--- src/rtl/seq_shifter.sv ---
// rtl/seq_shifter.sv - iterative one-bit-per-cycle shift unit (SLL/SRL/SRA/ROR) with carry and zero flags
module seq_shifter #(
    parameter int N = 8,
    parameter int S = $clog2(N)
) (
    input  logic         clk,
    input  logic         rst,
    input  logic         start,
    input  logic [N-1:0] a,
    input  logic [S-1:0] shamt,
    input  logic [1:0]   op,
    output logic [N-1:0] y,
    output logic         carry,
    output logic         zero,
    output logic         busy,
    output logic         done
);

    typedef enum logic [1:0] {
        ST_IDLE  = 2'd0,
        ST_SHIFT = 2'd1,
        ST_DONE  = 2'd2
    } state_t;

    localparam logic [1:0] OP_SLL = 2'b00;
    localparam logic [1:0] OP_SRL = 2'b01;
    localparam logic [1:0] OP_SRA = 2'b10;
    localparam logic [1:0] OP_ROR = 2'b11;

    localparam logic [S-1:0] CNT_ONE = S'(1);

    state_t         state_q, state_d;
    logic [N-1:0]   y_q, y_d;
    logic [S-1:0]   cnt_q, cnt_d;
    logic [1:0]     op_q, op_d;
    logic           carry_q, carry_d;
    logic           zero_q, zero_d;

    // A new request is only taken when no shift is in flight (IDLE or DONE).
    logic           accept;
    assign accept = start && (state_q != ST_SHIFT);

    // State register
    always_ff @(posedge clk or posedge rst) begin
        if (rst) begin
            state_q <= ST_IDLE;
        end else begin
            state_q <= state_d;
        end
    end

    // Next-state logic; DONE re-enters the operation directly on a new start
    always_comb begin
        state_d = state_q;
        case (state_q)
            ST_IDLE, ST_DONE: begin
                if (accept) begin
                    state_d = (shamt == '0) ? ST_DONE : ST_SHIFT;
                end else begin
                    state_d = ST_IDLE;
                end
            end
            ST_SHIFT: begin
                // cnt of 0 is unreachable here, but leaving on it avoids a stuck state
                if (cnt_q <= CNT_ONE) begin
                    state_d = ST_DONE;
                end
            end
            default: state_d = ST_IDLE;
        endcase
    end

    // Output decode from state
    always_comb begin
        busy = 1'b0;
        done = 1'b0;
        case (state_q)
            ST_SHIFT: busy = 1'b1;
            ST_DONE:  done = 1'b1;
            default: begin
                busy = 1'b0;
                done = 1'b0;
            end
        endcase
    end

    // Datapath next values: load on accept, one single-bit step per SHIFT cycle, hold otherwise
    always_comb begin
        y_d     = y_q;
        cnt_d   = cnt_q;
        op_d    = op_q;
        carry_d = carry_q;
        if (accept) begin
            y_d     = a;
            cnt_d   = shamt;
            op_d    = op;
            carry_d = 1'b0;
        end else if (state_q == ST_SHIFT) begin
            cnt_d = cnt_q - CNT_ONE;
            case (op_q)
                OP_SLL: begin
                    y_d     = {y_q[N-2:0], 1'b0};
                    carry_d = y_q[N-1];
                end
                OP_SRL: begin
                    y_d     = {1'b0, y_q[N-1:1]};
                    carry_d = y_q[0];
                end
                OP_SRA: begin
                    y_d     = {y_q[N-1], y_q[N-1:1]};
                    carry_d = y_q[0];
                end
                OP_ROR: begin
                    y_d     = {y_q[0], y_q[N-1:1]};
                    carry_d = y_q[0];
                end
                default: begin
                    y_d     = y_q;
                    carry_d = carry_q;
                end
            endcase
        end
        // Flag tracks the value being written so it is aligned with y
        zero_d = (y_d == '0);
    end

    // Datapath registers
    always_ff @(posedge clk or posedge rst) begin
        if (rst) begin
            y_q     <= '0;
            cnt_q   <= '0;
            op_q    <= OP_SLL;
            carry_q <= 1'b0;
            zero_q  <= 1'b1;
        end else begin
            y_q     <= y_d;
            cnt_q   <= cnt_d;
            op_q    <= op_d;
            carry_q <= carry_d;
            zero_q  <= zero_d;
        end
    end

    assign y     = y_q;
    assign carry = carry_q;
    assign zero  = zero_q;

endmodule

--- config.mk ---
export PLATFORM = sky130hd
export DESIGN_NAME = seq_shifter
export DESIGN_NICKNAME = d
export VERILOG_FILES = /design/src/rtl/seq_shifter.sv
export SDC_FILE = /design/constraint.sdc
export NUM_CORES = 1
export LEC_CHECK = 0
export CORE_MARGIN = 2
export CORE_UTILIZATION = 25
export CTS_CLUSTER_DIAMETER = 60
export DETAILED_ROUTE_END_ITERATION = 16
export PLACE_DENSITY = 0.59
export SYNTH_ARGS = -nofsm -noshare
export SYNTH_HDL_FRONTEND = slang
export SYNTH_SLANG_ARGS = --single-unit
--- constraint.sdc ---
create_clock -name clk -period 4.18 [get_ports clk]
set_input_delay 0.836 -clock clk [delete_from_list [all_inputs] [get_ports clk]]
set_output_delay 0.836 -clock clk [all_outputs]
set_load 0.01 [all_outputs]
Word level (Yosys, flattened, before mapping)
Cells that the tools add are included.

word-level totals
  register bits = 17
  bits in latches = 0
  RAM bits = 0
  memories = 0
  bits of input ports = 16
  bits in read-only memories = 0

cells by class
  multiply operators = 0
  order comparisons = 1
  divide/modulo/power cells = 0
  shift operators = 0
  $add $sub $neg = 1
  equality and inequality tests = 7
  bitwise logic cells = 0
  reduce and logical (&&, ||, !) cells = 8
  mux-type cells = 14

operators with widths
  kind                                                                    number
  8-bit one-hot mux with 4 select lines                                   1
  8-bit two-way mux                                                       2
  8-bit logical NOT                                                       1
  2-bit equality test (second input constant)                             3
  2-bit two-way mux                                                       3
  3-bit two-way mux                                                       2
  2-bit by 1-bit equality test with 1-bit output (second input constant)  2
  2-bit logical NOT                                                       2
  1-bit two-way mux                                                       4
  2-bit one-hot mux with 2 select lines                                   1
  3-bit by 1-bit <= comparator with 1-bit output (second input constant)  1
  3-bit logical NOT                                                       1
  3-bit OR reduction                                                      1
  3-bit by 1-bit subtractor with 3-bit output (second input constant)     1
  2-bit by 1-bit != test with 1-bit output (second input constant)        1
  2-bit != test (second input constant)                                   1
  1-bit one-hot mux with 2 select lines                                   1
  2-bit nonzero test                                                      1
  2-bit OR reduction                                                      1
  1-bit logical AND                                                       1

Depth between registers and ports, before layout
Gate-level depths: netlist (run 1).

  depth in word-level cells = 5
  gate-level depth with buffers = 6

Worst setup path before layout (run 1)
No wires, ideal clock.

  kind = input -> register
  start point = in start
  end point = reg zero_q, in the netlist zero
  stages = 4
  buffers on the path = 1
  slack = 2.562 ns
  data arrival time = 1.537 ns
  cell sequence = buf_2 mux2i_1 a32oi_1 a211oi_2

between the ends
  cells in the longest elaborated chain, start to end = 3

RTL lines
  what                  line  source
  start, declared       8     input logic start,
  1-bit logical AND     41    assign accept = start && (state_q != ST_SHIFT);
  8-bit two-way mux     93    if (accept) begin
  8-bit logical NOT     124   zero_d = (y_d == '0);
  net zero_d            37    logic zero_q, zero_d;
  end signal, assigned  140   zero_q <= zero_d;
  end, declared         37

The timed path passes the listed nets, and every way through them passes these cells.
A chain may end at the register's enable or synchronous reset.

Final worst setup path (run 1)
  start point = reg state_q[1]
  end point = out busy

between the ends
  cells in the longest elaborated chain, start to end = 2

RTL lines
  what                                            line  source
  start, declared                                 32    state_t state_q, state_d;
  start signal, assigned                          48    state_q <= state_d;
  2-bit by 1-bit equality test with 1-bit output  77    case (state_q)
  1-bit two-way mux                               77
  end, declared                                   15    output logic busy,

Every way passes these cells.

==> impl_metrics.csv, run 1 <==
group,metric,value,unit
synthesis,yosysTopAreaCell,"dfrtp_1",
floorplanning,rows,22,
clocking,cts_num_sinks,17,
sta,setup_slack,1.69,ns
place,dpl.hpwl,1720,um
detailed_routing,firstDrtPassIters,4,
global_routing,antenna_found_initial,0,
synthesis,netlist_top_cells_count,"16 x dfrtp_1, 14 x mux2i_1, 7 x a21oi_1",
finish,fin_cells,169,
sta,holdWs,0.507,ns
setup_path,critPathLaunchType,"flop",
global_routing,grt.overflow.total,0,
floorplanning,die_h,65.7,um
detailed_routing,detail_route.wl_per_cell,14.0,um
power,power.leakage,0.529,nW
finish,final_nets,139,
setup_path,max_stage_delay,0.58,ns
sta,setup_tns,0,ns
clocking,hold_buffers,0,
clocking,clk_latency,0.25,ns
setup_path,cp-end-kind,"output pin",
clocking,cts-root-buf,"clkbuf_8",
clocking,cts_setup_buffers,0,
global_routing,grt_max_degree,23,
finish,drive_gt1_frac,0.0909,
setup_path,cp.required,3.34,ns
finish,syn2layout_area_growth,37.5,%
sta,worst_slew_pin_slew,0.793,ns
place,portBuffers,27,
setup_path,reg2reg_slack,2.38,ns
setup_path,cp-startpoint,"state_q[1]$_DFFE_PP0P_",
detailed_routing,vias_per_cell,4.88,
global_routing,first_global_vias,804,
synthesis,synth_flop_cell,"dfrtp_1",
clocking,clkTransAtPathRegs,0.07,ns
setup_path,path_cells,"nand2b_4 -> inv_2 -> clkdlybuf4s50_1",
sta,hold_viol_final,0,
clocking,cts_resized,0,
clocking,tritoncts,"yes",
synthesis,synth-seq-area-share,0.448,
setup_path,critPathTopFamily,"buffers and inverters",
worst_hold_path,hp-start,"cnt_q[0]$_DFFE_PP0P_",
sta,period_needed,2.49,ns
setup_path,regToRegStartpoint,"state_q[1]$_DFFE_PP0P_",
finish,antennaDiodeCount,0,
synthesis,syn_inst,94,
global_routing,grtUsageTotal,0.119,
clocking,clock_path_buffers,2,
floorplanning,initial_core_util,0.260,
setup_path,crit_buf_inv,2,
clocking,numCtsBuffers,3,
synthesis,synth_area,952,um^2
place,place_congestion,0.774,
synthesis,avgSynthCellArea,10.1,um^2
place,dp.cells,165,
floorplanning,io_pins,28,
synthesis,synth_most_common_cell,"dfrtp_1",
floorplanning,die-area,0.00432,mm^2
setup_path,cpMaxStageDelayCell,"clkdlybuf4s50_1",
power,irDropWorstVdd,0.258,mV
sta,slew_viol_final,0,
synthesis,synth.top_cell.area_share,0.420,
setup_path,crit_arrival,1.65,ns
sta,relSlewSlack,0.470,
setup_path,setup.worst_path.class,"flop to output pin",
status,outcome,"finished, final reports clean",
synthesis,synthDistinctLibCells,33,
floorplanning,die_w,65.7,um
clocking,cts_max_level,1,
global_routing,grt_pass1_wl,3880,um
place,pre_cts_ws,1.55,ns
synthesis,async_reset_ff_frac,1.00,
synthesis,syn-num-nets,111,
floorplanning,core-area,0.00366,mm^2
power,powerDensity,730,mW/mm^2
sta,finalClockSkew,0.000749,ns
worst_hold_path,min_path_type,"flop to flop",
detailed_routing,vias,824,
sta,fmax,402,MHz
flow_run,max_cap_violations,0,
synthesis,ys_warn_count,0,
sta,rsz0062_at_grt,"no",
sta,finalCritPeriodShare,0.595,
synthesis,synth.area.top_cells,"dfrtp_1 42%, mux2i_1 15%, a21oi_1 3.7%, a211oi_1 3.2%, dfstp_2 2.8%",
sta,setup_viol,0,
detailed_routing,drc,0,
finish,fill_cells,358,
detailed_routing,drt_wl_total,2360,um
detailed_routing,drt_iter0_markers,26,
finish,post-route-util,0.357,
synthesis,ys_ff_latch,17,
setup_path,cp_max_fo,15,
synthesis,synth_enable_flop_cells,0,
detailed_routing,ant_nets,0,
-- placed cells by master (no fill, tap or decap), types with 2 or more instances in the layout --
cell type,Yosys,routed
nor3_1,2,2
clkbuf_8,0,3
nand3_1,3,3
o211ai_1,2,2
a211oi_1,4,4
o22ai_1,2,2
nor2b_1,4,4
nand2_1,5,5
a21oi_1,7,7
mux2_2,2,2
mux2i_1,14,14
clkdlybuf4s50_1,0,27
dfrtp_1,16,16
o21ai_0,3,3
nor2_1,3,3
inv_1,5,5
nor4_1,2,2
-- routing by layer --
layer | routed length, um | share of wire | up-vias | track usage
met1 | 1100 | 0.47 | 396 | 0.164
met2 | 1070 | 0.45 | 28 | 0.177
li1 | - | - | 396 | -
met5 | 0 | 0 | - | 0
met3 | 148 | 0.063 | 4 | 0.0223
met4 | 43 | 0.018 | 0 | 0.0625
-- area by class of cell --
| type | count | area [um^2] | share of cell area |
|---|---|---|---|
| clock buffer | 4 | 45.0 | 0.0344 |
| inverter | 6 | 22.5 | 0.0172 |
| tap | 48 | 60.1 | 0.0459 |
| timing repair buffer | 27 | 270 | 0.207 |
| sequential | 17 | 427 | 0.326 |
| multi-input combinational | 67 | 484 | 0.370 |
-- power breakdown --
group | total (W) | internal (W) | switching (W)
combinational | 0.000484 | 0.000250 | 0.000234
sequential | 0.000347 | 0.000246 | 0.000101
clock | 0.000124 | 0.0000677 | 0.0000566
-- sequential cells by signal, summed over array words and instances, names as in the netlist --
register	flops
y	8
cnt_q	3
op_q	2
state_q	2
carry	1
zero	1
-- logic make-up (layout without fill, tap and decap cells) --
| kind of cell | after synthesis | after routing | share of synthesized area |
|---|---|---|---|
| compound gates | 24 | 24 | 0.170 |
| fa+ha+maj | 1 | 1 | 0.0131 |
| buf+inv | 10 | 37 | 0.0434 |
| flops | 17 | 17 | 0.448 |
| mux | 16 | 16 | 0.171 |
| simple gates | 26 | 26 | 0.155 |
-- metrics by stage --
step / power, W / instance area (um^2)
2_1_floorplan: 0.000635 / 952
3_3_place_gp: 0.000822 / 1260
3_5_place_dp: 0.000830 / 1260
4_1_cts: 0.000958 / 1310
5_1_grt: 0.00103 / 1310
6_report: 0.000955 / 1310
-- path summary, 6_finish.rpt --
path | to | depth (start not counted)
worst max-delay path | busy | 3
worst min-delay path | cnt_q[0]$_DFFE_PP0P_ | 1
worst max register to register | zero$_DFF_PP1_ | 5
worst min register to register | cnt_q[0]$_DFFE_PP0P_ | 1
max in group asynchronous | y[5]$_DFF_PP0_ | 2
min in group asynchronous | state_q[0]$_DFFE_PP0P_ | 2
No activity file was read; power rests on OpenSTA's default activity.
==> run 2: changes to the inputs <==
- clock period: 4.18 -> 2.6 ns (I/O delays scaled with it)
==> run 2 against run 1 <==
Against the previous run:
- utilization rose by 0.20 points
- design area rose by 0.57%
- clock power rose by 59%
- non-clock buffer count rose by 1
- clock-buffer cell count did not move
- sequential share of layout area fell by 0.19 points
- clock skew rose by 0.0038 ns
- sequential power rose by 60%
- largest power group unchanged
- routed wire length fell by 1.7%
- register-to-register slack got worse by 1.6 ns
- worst setup slack got worse by 1.3 ns
==> impl_metrics.csv, run 2 (synthesis results as in run 1) <==
group,metric,value,unit
power,total_power,0.00153,W
sta,finalClockSkew,0.00457,ns
sta,rsz0062_at_grt,"no",
floorplanning,rows,22,
global_routing,grt_pass1_wl,3990,um
setup_path,cp-end-kind,"output pin",
global_routing,grt.overflow.total,0,
setup_path,cp.required,2.08,ns
global_routing,grt_max_degree,18,
flow_run,max_cap_violations,0,
global_routing,antenna_found_initial,0,
status,outcome,"finished, final reports clean",
clocking,clkTransAtPathRegs,0.06,ns
floorplanning,io_pins,28,
floorplanning,initial_core_util,0.260,
setup_path,critPathLaunchType,"flop",
clocking,cts_num_sinks,17,
finish,final_nets,140,
detailed_routing,drc,0,
place,portBuffers,27,
sta,slew_viol_final,0,
floorplanning,die_w,65.7,um
setup_path,crit_buf_inv,2,
floorplanning,core-area,0.00366,mm^2
floorplanning,die-area,0.00432,mm^2
clocking,numCtsBuffers,3,
clocking,cts_max_level,1,
detailed_routing,vias,841,
finish,final_common_cell,"clkdlybuf4s50_1",
power,power.leakage,0.534,nW
power,powerDensity,1160,mW/mm^2
place,place_area,0.00127,mm^2
setup_path,crit_arrival,1.69,ns
place,dp.cells,166,
finish,stdcell_area,0.00132,mm^2
power,combPwrFrac,0.508,
finish,fin_cells,170,
power,irDropWorstVdd,0.501,mV
power,p_seq_frac,0.364,
finish,antennaDiodeCount,0,
global_routing,first_global_vias,878,
setup_path,max_stage_delay,0.59,ns
setup_path,critPathTopFamily,"buffers and inverters",
power,clkPwrFrac,0.129,
clocking,clock_path_buffers,2,
clocking,clk_latency,0.25,ns
power,p_sw_frac,0.408,
sta,setup_viol,0,
power,p_int,0.000906,W
clocking,cts_setup_buffers,0,
power,p_sw,0.000623,W
setup_path,cp_max_fo,15,
finish,syn2layout_area_growth,38.2,%
detailed_routing,drt_wl_total,2320,um
sta,fmax,452,MHz
detailed_routing,detail_route.wl_per_cell,13.7,um
sta,hold_viol_final,0,
detailed_routing,drt_iter0_markers,18,
sta,finalCritPeriodShare,0.851,
detailed_routing,ant_nets,0,
detailed_routing,vias_per_cell,4.95,
setup_path,cpMaxStageDelayCell,"clkdlybuf4s50_1",
setup_path,setup.worst_path.class,"flop to output pin",
clocking,hold_buffers,0,
place,place_congestion,0.753,
setup_path,path_cells,"nand2b_4 -> inv_2 -> clkdlybuf4s50_1",
clocking,tritoncts,"yes",
worst_hold_path,min_path_type,"flop to flop",
sta,setup_tns,0,ns
sta,relSlewSlack,0.565,
global_routing,grtUsageTotal,0.122,
finish,largest_reg_flops,8,
sta,worst_slew_pin_slew,0.652,ns
finish,drive_gt1_frac,0.0984,
place,dpl.hpwl,1780,um
finish,final_cell_mix,"27 x clkdlybuf4s50_1, 16 x dfrtp_1, 14 x mux2i_1",
floorplanning,die_h,65.7,um
clocking,cts_resized,0,
detailed_routing,firstDrtPassIters,5,
sta,period_needed,2.21,ns
clocking,cts-root-buf,"clkbuf_8",
[run 2: cell count changes in the layout (fill, tap and decap cells not counted), sizes merged]
cell	before	now
buf	0	1
[run 2: routing by layer]
metal | up-vias | wire, um | global-route usage
met5 | - | 0 | 0
met4 | 0 | 46 | 0.0469
met3 | 7 | 124 | 0.0360
met2 | 31 | 1070 | 0.197
met1 | 400 | 1080 | 0.151
li1 | 403 | - | -
[run 2: power groups by stage]
stage	Sequential, W	Clock [W]	Combinational, W
floorplan	0.000546	0	0.000474
global placement	0.000560	0	0.000768
detailed placement	0.000563	0	0.000777
CTS	0.000558	0.000207	0.000783
global route	0.000579	0.000216	0.000865
finish	0.000556	0.000197	0.000777
[run 2: through the flow]
step	hold WS [ns]	util	setup slack, ns
6_report	0.489	0.360	0.388
5_1_grt	0.534	0.360	0.322
4_1_cts	0.494	0.360	0.375
3_5_place_dp	0.478	0.347	0.595
3_3_place_gp	0.476	0.347	0.660
2_1_floorplan	0.445	-	1.14
[run 2: cell type report]
| class | instances | area, um^2 |
|---|---|---|
| Fill cell | 384 | 2340 |
| Inverter | 6 | 22.5 |
| Sequential cell | 17 | 427 |
| Clock buffer | 4 | 45.0 |
| Tap cell | 48 | 60.1 |
| Timing Repair Buffer | 28 | 278 |
| Multi-Input combinational cell | 67 | 484 |
[run 2: worst reg2reg max path, stage by stage, from the launching register on]
cell and delay, ns:
dfrtp_1 0.38, nand2b_4 0.23, inv_2 0.23, o211ai_1 0.16, or4_1 0.50, a211oi_2 0.23
[run 2: path summary, 6_finish.rpt]
check | start | to | slack, ns | cells past startpoint
setup / recovery | state_q[1]$_DFFE_PP0P_ | busy | 0.39 | 3
hold / removal | cnt_q[0]$_DFFE_PP0P_ | cnt_q[0]$_DFFE_PP0P_ | 0.49 | 1
setup reg to reg | state_q[1]$_DFFE_PP0P_ | zero$_DFF_PP1_ | 0.79 | 5
hold reg to reg | cnt_q[0]$_DFFE_PP0P_ | cnt_q[0]$_DFFE_PP0P_ | 0.49 | 1
max in group asynchronous | rst | carry$_DFFE_PP0P_ | 1.52 | 2
min in group asynchronous | rst | state_q[0]$_DFFE_PP0P_ | 0.65 | 2
==> edit: new RTL, config.mk and constraints of run 1 <==
Register the output `y` once more, without a reset; this adds one clock of latency there. The other outputs are not delayed to match.
--- a/src/rtl/seq_shifter.sv
+++ b/src/rtl/seq_shifter.sv
@@ -141,7 +141,9 @@
         end
     end
 
-    assign y     = y_q;
+    always_ff @(posedge clk) begin
+        y <= y_q;
+    end
     assign carry = carry_q;
     assign zero  = zero_q;
 
Check against the original RTL: not equivalent (Yosys sat finds a counterexample within 4 cycles, from zero or initial values and one cycle with rst high).
==> edit against run 1 <==
Cell area up 13%; non-clock buffer count unchanged; synthesized area up 17%; final cell count up 7.1%; sequential power up 38%; first-iteration DRC count up 140%; clock skew up 0.0013 ns; die area up 16%; wire length up 5.7%; setup slack worse by 0.050 ns; sequential cell count up 8; total power up 16%; largest power group unchanged.
==> edit: results (changes against run 1) <==
## Run status
- run status: finished, final reports clean, unchanged

## Logic synthesis
- commonest cells in the synthesized netlist: 16 x sky130_fd_sc_hd__dfrtp_1, 14 x sky130_fd_sc_hd__mux2i_1, 8 x sky130_fd_sc_hd__a21oi_1, 8 x sky130_fd_sc_hd__dfxtp_1, was 16 x sky130_fd_sc_hd__dfrtp_1, 14 x sky130_fd_sc_hd__mux2i_1, 7 x sky130_fd_sc_hd__a21oi_1
- sequential fraction of the synthesis area: 52.5%, was 44.8%
- largest cells by area after synthesis: sky130_fd_sc_hd__dfrtp_1 36%, sky130_fd_sc_hd__dfxtp_1 14%, sky130_fd_sc_hd__mux2i_1 13%, was sky130_fd_sc_hd__dfrtp_1 42%, sky130_fd_sc_hd__mux2i_1 15%, sky130_fd_sc_hd__a21oi_1 3.7%

## Global routing
- global routing usage on met1: 15.1%, was 16.4%
- wire length of the first global-routing pass: 4170 um, was 3880 um
- routing usage on met2: 15.7%, was 17.7%
- largest net degree at the start of global routing: 21, was 23

## Layout
- P&R area growth vs syn: 32.6%, was 37.5%

## Hold path
- capture endpoint of the worst hold path: y[6], was cnt_q[0]
- hold_sp: y_q[6], was cnt_q[0]

## Drt
- amount of wire on met2 after detailed routing: 1150 um, was 1070 um
- Routed WL: 2500 um, was 2360 um
- average vias per placed instance: 4.87, was 4.88
- Met3 Wirelength: 162 um, was 148 um

## Power and ir drop
- net load switching power: 423 uW, was 392 uW
- Static Leak: 0.000601 uW, was 0.000529 uW
- Switching Share: 38.3%, was 41.1%

## STA
- worst slew margin relative to its limit: 48.0%, was 47.0%
- worst hold slack after final layout: 0.462 ns, was 0.507 ns
- Setup Skew: 0.00208 ns, was 0.000749 ns

## Clocking
- Worst-Skew Late Latency: 0.27 ns, was 0.25 ns

## Critical path
- Arrival @ worst endpoint: 1.70 ns, was 1.65 ns

## Placement
- cell count after placement: 177, was 165
- half-perimeter wire length after placement: 1800 um, was 1720 um

edit: cells by family (layout without fill, tap and decap cells):
group | Yosys count | count (layout) | synth area share (%)
AOI/OAI and AO/OA | 26 | 26 | 15.9
DFF | 25 | 25 | 52.5
and+or+nand+nor | 24 | 24 | 12.3
muxes | 16 | 16 | 14.6
buffers and inverters | 10 | 37 | 3.58
adders and majority gates | 1 | 1 | 1.12
edit: worst max-delay path by stage:
| stage | startpoint | endpoint | slack (ns) |
|---|---|---|---|
| finish | state_q[1] | busy | 1.64 |
| global route | state_q[0] | busy | 1.54 |
| CTS | state_q[1] | busy | 1.64 |
| detailed placement | start | zero | 1.59 |
| global placement | start | zero | 1.67 |
| floorplan | state_q[1] | busy | 2.43 |
edit: area by class of cell:
cell class / instances / area share, %
Inverter: 6 / 1.52
Sequential cell: 25 / 39.6
Tap cell: 52 / 4.39
Timing Repair Buffer: 27 / 18.2
Clock buffer: 3 / 2.79
Clock inverter: 1 / 0.338
Multi-Input combinational cell: 67 / 33.1
